[config.mk]
export PLATFORM = sky130hd
export DESIGN_NAME = rv_pbus_master
export DESIGN_NICKNAME = d
export VERILOG_FILES = /design/src/rtl/rv_pbus_master.sv
export SDC_FILE = /design/constraint.sdc
export NUM_CORES = 1
export LEC_CHECK = 0
export CAP_MARGIN = 40
export CORE_ASPECT_RATIO = 1.1
export CORE_MARGIN = 5
export CORE_UTILIZATION = 36
export DETAILED_ROUTE_END_ITERATION = 10
export PLACE_DENSITY = 0.67
export SYNTH_ARGS = -nofsm -noshare
export SYNTH_HDL_FRONTEND = slang
export SYNTH_SLANG_ARGS = --single-unit
[constraint.sdc]
create_clock -name clk -period 2.86 [get_ports clk]
set_clock_uncertainty 0.15 [all_clocks]
set_input_delay 0.429 -clock clk [delete_from_list [all_inputs] [get_ports clk]]
set_output_delay 0.429 -clock clk [all_outputs]
set_load 0.005 [all_outputs]
[src/rtl/rv_pbus_master.sv]
// rv_pbus_master: turns host burst commands into single-word reads and writes
// on the RAM peripheral port. Each denied access is retried until the RAM
// grants it with p_ack & rdy. All outputs come from registers.
module rv_pbus_master #(
    parameter int Nk = 32
) (
    input  logic        clk,
    input  logic        xreset,
    input  logic        rdy,
    input  logic        cmd_valid,
    output logic        cmd_ready,
    input  logic        cmd_write,
    input  logic [31:0] cmd_adr,
    input  logic [15:0] cmd_len,
    input  logic        wd_valid,
    output logic        wd_ready,
    input  logic [31:0] wd_data,
    output logic        rd_valid,
    input  logic        rd_ready,
    output logic [31:0] rd_data,
    output logic [31:0] p_adr,
    output logic [31:0] p_dw,
    input  logic [31:0] p_dr,
    output logic        p_we,
    output logic        p_re,
    input  logic        p_ack,
    output logic        busy,
    output logic        done,
    output logic        err
);

    localparam int Nb = $clog2(Nk) + 10;

    typedef enum logic [2:0] {
        IDLE     = 3'd0,
        WR_FETCH = 3'd1,
        WR_BUS   = 3'd2,
        RD_BUS   = 3'd3,
        RD_CAP   = 3'd4,
        RD_HOLD  = 3'd5
    } state_t;

    // True when the word address lies inside the RAM.
    function automatic logic in_range_f(input logic [31:0] a);
        return ((a >> Nb) == 32'd0);
    endfunction

    // Output flags for a state: {busy, wd_ready, p_we, p_re, rd_valid}.
    // bus_ok suppresses p_re for an out-of-range read, which never reaches the bus.
    function automatic logic [4:0] flags_f(input state_t s, input logic bus_ok);
        logic [4:0] f;
        case (s)
            IDLE:     f = 5'b00000;
            WR_FETCH: f = 5'b11000;
            WR_BUS:   f = 5'b10100;
            RD_BUS:   f = {1'b1, 1'b0, 1'b0, bus_ok, 1'b0};
            RD_CAP:   f = 5'b10000;
            RD_HOLD:  f = 5'b10001;
            default:  f = 5'b00000;
        endcase
        return f;
    endfunction

    state_t      state_r;
    logic [31:0] adr_r;
    logic [15:0] cnt_r;
    logic        err_r;
    logic        done_r;
    logic        cmd_ready_r;
    logic [31:0] p_dw_r;
    logic [31:0] rd_data_r;
    logic [4:0]  flags_r;

    logic [31:0] start_adr_s;
    logic [31:0] adv_adr_s;
    logic        adv_last_s;
    state_t      adv_state_s;
    logic        grant_s;
    logic        adv_go_s;

    assign start_adr_s = cmd_adr & 32'hFFFF_FFFC;
    assign adv_adr_s   = adr_r + 32'd4;
    assign adv_last_s  = (cnt_r == 16'd1);
    assign adv_state_s = (state_r == RD_HOLD) ? RD_BUS : WR_FETCH;
    assign grant_s     = p_ack & rdy;

    // Decide whether the current word is finished and the address moves on.
    always_comb begin
        adv_go_s = 1'b0;
        case (state_r)
            WR_FETCH: adv_go_s = wd_valid & ~in_range_f(adr_r);
            WR_BUS:   adv_go_s = grant_s;
            RD_HOLD:  adv_go_s = rd_ready;
            default:  adv_go_s = 1'b0;
        endcase
    end

    // Burst sequencer: state, address/count, data registers and registered outputs.
    always_ff @(posedge clk) begin
        if (!xreset) begin
            state_r     <= IDLE;
            adr_r       <= 32'd0;
            cnt_r       <= 16'd0;
            err_r       <= 1'b0;
            done_r      <= 1'b0;
            cmd_ready_r <= 1'b0;
            p_dw_r      <= 32'd0;
            rd_data_r   <= 32'd0;
            flags_r     <= 5'b00000;
        end else begin
            done_r <= 1'b0;
            if (adv_go_s) begin
                // A write fetch reaching here carries an out-of-range word: drop it.
                if (state_r == WR_FETCH) begin
                    p_dw_r <= wd_data;
                    err_r  <= 1'b1;
                end
                adr_r <= adv_adr_s;
                cnt_r <= cnt_r - 16'd1;
                if (adv_last_s) begin
                    state_r <= IDLE;
                    done_r  <= 1'b1;
                    flags_r <= flags_f(IDLE, 1'b0);
                end else begin
                    state_r <= adv_state_s;
                    flags_r <= flags_f(adv_state_s, in_range_f(adv_adr_s));
                end
            end else begin
                case (state_r)
                    IDLE: begin
                        if (cmd_valid && cmd_ready_r) begin
                            adr_r       <= start_adr_s;
                            cnt_r       <= cmd_len;
                            err_r       <= 1'b0;
                            cmd_ready_r <= 1'b0;
                            if (cmd_len == 16'd0) begin
                                done_r <= 1'b1;
                            end else if (cmd_write) begin
                                state_r <= WR_FETCH;
                                flags_r <= flags_f(WR_FETCH, 1'b1);
                            end else begin
                                state_r <= RD_BUS;
                                flags_r <= flags_f(RD_BUS, in_range_f(start_adr_s));
                            end
                        end else begin
                            // Also covers the done cycle: ready rises one cycle later.
                            cmd_ready_r <= 1'b1;
                        end
                    end
                    WR_FETCH: begin
                        if (wd_valid) begin
                            p_dw_r  <= wd_data;
                            state_r <= WR_BUS;
                            flags_r <= flags_f(WR_BUS, 1'b1);
                        end
                    end
                    RD_BUS: begin
                        if (!in_range_f(adr_r)) begin
                            err_r     <= 1'b1;
                            rd_data_r <= 32'd0;
                            state_r   <= RD_HOLD;
                            flags_r   <= flags_f(RD_HOLD, 1'b0);
                        end else if (grant_s) begin
                            state_r <= RD_CAP;
                            flags_r <= flags_f(RD_CAP, 1'b0);
                        end
                    end
                    RD_CAP: begin
                        rd_data_r <= p_dr;
                        state_r   <= RD_HOLD;
                        flags_r   <= flags_f(RD_HOLD, 1'b0);
                    end
                    WR_BUS, RD_HOLD: begin
                        // Waiting for a grant or for the consumer; nothing changes.
                        state_r <= state_r;
                    end
                    default: begin
                        state_r     <= IDLE;
                        cmd_ready_r <= 1'b0;
                        flags_r     <= flags_f(IDLE, 1'b0);
                    end
                endcase
            end
        end
    end

    assign {busy, wd_ready, p_we, p_re, rd_valid} = flags_r;
    assign cmd_ready = cmd_ready_r;
    assign p_adr     = adr_r;
    assign p_dw      = p_dw_r;
    assign rd_data   = rd_data_r;
    assign done      = done_r;
    assign err       = err_r;

endmodule

# ---- After elaboration in Yosys (flattened, before gate mapping)
# Index checks and enable logic that the tools add are counted.
# Widths: inputs -> output; s select.
dict set report word_totals {
  romBits 0
  word_cells 99
  latch_bits 0
  ramBits 0
  regBits 123
  out_inout_bits 104
  memories 0
}
dict set report op_classes {
  n_addsub 2
  reduce_logical 19
  multipliers 0
  n_bitwise 5
  magnitude_cmp 0
  n_div 0
  mux 45
  eq_ne 19
  shifts 0
}
# cell n
set op_table {}
lappend op_table {{$mux 32} 8}
lappend op_table {{$logic_not 32->1} 3}
lappend op_table {{$pmux 32 s2} 1}
lappend op_table {{$pmux 5 s5} 2}
lappend op_table {{$mux 16} 3}
lappend op_table {{$mux 5} 7}
lappend op_table {{$add 32x3->32 const B} 1}
lappend op_table {{$mux 3} 6}
lappend op_table {{$eq 16x1->1 const B} 1}
lappend op_table {{$logic_not 16->1} 1}
lappend op_table {{$sub 16x1->16 const B} 1}
lappend op_table {{$pmux 3 s5} 1}
lappend op_table {{$ne 3x3->1 const B} 4}
lappend op_table {{$mux 1} 10}
lappend op_table {{$reduce_bool 2->1} 4}
lappend op_table {{$eq 2x3->1 const B} 2}
lappend op_table {{$eq 3x2->1 const B} 2}
lappend op_table {{$eq 3x3->1 const B} 2}
lappend op_table {{$mux 2} 3}
lappend op_table {{$reduce_and 2->1} 3}
lappend op_table {{$reduce_and 5->1} 1}
lappend op_table {{$reduce_or 5->1} 1}
lappend op_table {{$eq 2x2->1 const B} 2}
lappend op_table {{$mux 4} 1}
lappend op_table {{15 further kinds} 20}

# ---- Logic depth before layout (Yosys ltp)
dict set report depth {
  depth_word 6
  mapped_depth 10
  ltp_nobuf 8
}

# ---- Worst setup path before layout
# Ideal clock, no wire load.
dict set report synth_timing {
  path_kind {register -> register}
  start {register adr_r[7] (netlist: p_adr[7])}
  end {register flags_r[1]}
  required_time_ps 2651
  period_less_slack_ps 2460
  path_stages_with_launch 8
  arrival_ps 2251
  setup_time_ps 59
  setup_slack_ps 400
  path_cell_list {dfxtp_1 nand3_1 nor4_4 and3_1 xor2_1 or4_4 nor4_2 a31o_1}
}
dict set report synth_via {
  elab_chain_cells 5
}
# element line
set synth_rtl {}
lappend synth_rtl {{start, declared} 65} ;# logic [31:0] adr_r;
lappend synth_rtl {{start signal, assigned} 118} ;# adr_r <= adv_adr_s;
lappend synth_rtl {{start signal, assigned} 132} ;# adr_r <= start_adr_s;
lappend synth_rtl {{$add 32x3->32} 82} ;# assign adv_adr_s = adr_r + 32'd4;
lappend synth_rtl {{$logic_not 32->1} 45} ;# return ((a >> Nb) == 32'd0);
lappend synth_rtl {{$pmux 5 s5} 52} ;# case (s)
lappend synth_rtl {{$mux 5} 120} ;# if (adv_last_s) begin
lappend synth_rtl {{$mux 5} 112} ;# if (adv_go_s) begin
lappend synth_rtl {{end signal, assigned} 123} ;# flags_r <= flags_f(IDLE, 1'b0);
lappend synth_rtl {{end signal, assigned} 126} ;# flags_r <= flags_f(adv_state_s, in_range_f(adv_adr_s));
lappend synth_rtl {{end signal, assigned} 140} ;# flags_r <= flags_f(WR_FETCH, 1'b1);
lappend synth_rtl {{end, declared} 72} ;# logic [4:0] flags_r;
# Every way passes these cells.
# A chain may end at the register's enable or synchronous reset.

# ---- Worst setup path after layout
dict set report layout_timing {
  start {register adr_r[2] (netlist: p_adr[2])}
  end {register flags_r[1]}
}
# The elaborated chain is that of the path after synthesis.

==> flow_metrics.py <==
metrics = {
    "finish": {
        "fillers": 1598,
        "syn2layout_area_growth_pct": 51.0,
        "final_common_cell": "clkdlybuf4s50_1",
        "mostFrequentLayoutCells": "218 x clkdlybuf4s50_1, 121 x dfxtp_1, 100 x nand2_1",
        "fin_area_um2": 9240,
        "nets": 1078,
        "diodes": 0,
        "final_cells": 1176,
        "fin_util": 0.547,
        "drive_gt1_frac": 0.100,
    },
    "clock_network": {
        "root_buffer": "clkbuf_16",
        "clock_sinks": 121,
        "post_cts_buffers": 0,
        "cts.path.max_buffers": 2,
        "htreeDepth": 4,
        "cts_hold_buffers": 0,
        "path_clk_slew_ps": 60,
        "clk_latency_ps": 410,
        "numCtsBuffers": 17,
        "cts_tree": "done",
        "cts_resized": 0,
    },
    "setup_path": {
        "crit_chain": "ha_1, nand3_1, nor4_2, and2_1, o2111a_1, o211ai_1, nor4_2, a31o_1",
        "r2r-end": "flags_r[1]",
        "end_kind": "flop",
        "path_max_fanout": 8,
        "regToRegSetupSlack_ps": 220,
        "cp_slowest_stage_delay_ps": 480,
        "rr_worst_depth": 8,
        "critPathArrivalTime_ps": 2840,
        "crit_top_cell": "nor4_2",
        "startpoint_type": "flop",
        "required_ps": 3060,
        "cp_slowest_cell": "nor4_2",
        "reg2reg_from": "p_adr[2]",
        "criticalPathCategory": "flop to flop",
    },
    "grt": {
        "grt-ovfl-total": 0,
        "grt_pass1_vias": 6080,
        "grt_pass1_wl_um": 31200,
        "antenna_found_initial": 1,
        "grt_use_total": 0.195,
        "grt_max_degree": 103,
    },
    "power_and_ir_drop": {
        "seq_power_share": 0.311,
        "intPower_mw": 4.59,
        "p_clk_frac": 0.320,
        "power.switching_mw": 2.53,
        "combPwrFrac": 0.369,
        "p_leak_nw": 3.22,
        "vdd_ir_drop_max_mv": 0.506,
        "p_per_area_nw_per_um2": 771,
        "p_sw_frac": 0.355,
    },
    "yosys": {
        "syn_avg_cell_area_um2": 8.32,
        "async_flop_share": 0,
        "synth.cell_area_um2": 6110,
        "synth.distinct_cells": 72,
        "synthFlopType": "dfxtp_1",
        "yosys_warnings": 0,
        "synth-seq-cells": 121,
        "synth_edf_count": 0,
        "syn_inst": 735,
        "ys_seq_area_frac": 0.396,
    },
    "drt": {
        "drt_pass1_iterations": 5,
        "drc": 0,
        "wl_um": 20000,
        "vias_per_cell": 5.39,
        "postRouteAntennaNets": 0,
        "num_vias": 6342,
        "drt-initial-drc-count": 364,
        "avgRoutedWirePerCell_um": 17.0,
    },
    "floorplan": {
        "ios": 224,
        "core_area_um2": 16900,
        "initial_core_util": 0.362,
        "dieArea_um2": 19700,
        "fp.dieW_um": 134,
        "chipHeight_um": 147,
        "row_count": 50,
    },
    "sta": {
        "rsz0062_at_grt": "no",
        "worstMarginPinSlew_ps": 631,
        "hold_viol": 0,
        "timing.final.crit_share": 0.922,
        "finalSetupTns_ps": 0,
        "setup_viol": 0,
        "fmax_mhz": 379,
        "relSlewSlack": 0.579,
        "slew_viol_final": 0,
        "min_period_ps": 2640,
    },
    "worst_hold_path": {
        "hold_depth": 2,
        "hold-path-endpoint": "p_dw[20]",
        "hp-start": "p_dw[20]",
        "hp-class": "flop to flop",
    },
    "place": {
        "globalplace.congestion": 0.882,
        "placed_area_um2": 8610,
        "dpl.hpwl_um": 14000,
        "placed_cells": 1144,
        "io_buffers": 219,
    },
    "job": {
        "drv_cap": 0,
    },
    "status": {
        "status": "finished, final reports clean",
    },
}
-- cells by family after synthesis --
logic type               count (synthesis)  synth area share
multiplexers                             2           0.00348
adder cells (fa/ha/maj)                  3           0.00614
XOR/XNOR                                10            0.0143
AO/OA/AOI/OAI                          232             0.265
flip-flops                             121             0.396
AND/OR/NAND/NOR                        299             0.262
buffers and inverters                   67            0.0530
other                                    1          0.000613
-- sequential cells by signal, summed over array words and instances (netlist names) --
register,flops
flags_r,5
p_adr,30
err,1
p_dw,32
done,1
cmd_ready,1
cnt_r,16
state_r,3
rd_data,32
-- per-stage QoR --
step | power [mW] | setup slack [ps] | hold WS [ps]
global route | 7.55 | 82.0 | 321
finish | 7.12 | 223 | 299
floorplan | 3.75 | 400 | 297
CTS | 7.19 | 241 | 302
global placement | 4.86 | 176 | 289
detailed placement | 4.87 | 106 | 295
-- synth_stat cells, drive strengths merged, types with 2 or more instances --
library cell  count  share of area
o211ai           10          0.012
a32oi             7          0.010
nand3            22          0.018
nor3b             7         0.0094
ha                3         0.0061
o311ai            4         0.0057
and2              8         0.0082
a211oi            4         0.0049
a31o              2         0.0029
nor3             18          0.016
a21boi           68          0.083
nand4             4         0.0076
a31oi             9         0.0092
o21ai            31          0.025
a22oi            37          0.045
nor2b            44          0.045
nand2           100          0.061
a222oi            3         0.0049
and3b             2         0.0029
and3              7         0.0074
clkbuf           45          0.031
or4               3         0.0043
a221oi            4         0.0057
nor2             45          0.029
xor2              3         0.0043
a311oi            3         0.0053
xnor2             7          0.010
buf              16          0.018
nor4             23          0.032
inv               6         0.0037
o221a             3         0.0055
nand2b            7         0.0072
nor4b             2         0.0039
dfxtp           121           0.40
and4              3         0.0043
a21oi            38          0.031
-- per-layer routing --
metal  wire (um)  track usage  vias to the layer above
li1            -            -                     3104
met1        8360        0.237                     2952
met2        9470        0.322                      251
met3        1840       0.0713                       33
met4         345       0.0591                        2
met5           7            0                        -
-- worst max-delay path: cells and delay by family, from the launching register on --
| kind | cells | cell delay [ps] |
|---|---|---|
| compound gates | 3 | 510 |
| fa+ha+maj | 1 | 240 |
| simple gates | 4 | 1250 |
| flops | 1 | 430 |
-- power groups by stage --
stage	sequential [mW]	combinational, mW	clock (mW)
after floorplan	2.19	1.55	0
after global placement	2.24	2.62	0
after detailed placement	2.25	2.62	0
after CTS	2.21	2.64	2.33
after global routing	2.26	2.88	2.41
final	2.22	2.63	2.28
-- worst max path at each step --
stage / to / depth (start not counted) / start / slack, ps
after floorplan: flags_r[1] / 7 / p_adr[7] / 400
after global placement: cnt_r[12] / 8 / wd_valid / 180
after detailed placement: cnt_r[10] / 7 / wd_valid / 110
after CTS: flags_r[1] / 8 / p_adr[2] / 240
after global routing: p_adr[8] / 9 / p_adr[15] / 80
final: flags_r[1] / 8 / p_adr[2] / 220
-- area by class of cell --
class / count / area, um2 / area share
Sequential cell: 121 / 2420 / 0.262
Multi-Input combinational cell: 548 / 3380 / 0.366
Clock buffer: 18 / 439 / 0.0476
Clock inverter: 14 / 185 / 0.0201
Inverter: 6 / 22.5 / 0.00244
Timing Repair Buffer: 261 / 2530 / 0.274
Tap cell: 208 / 260 / 0.0282
Note: power is estimated with default switching activity, not from simulation.
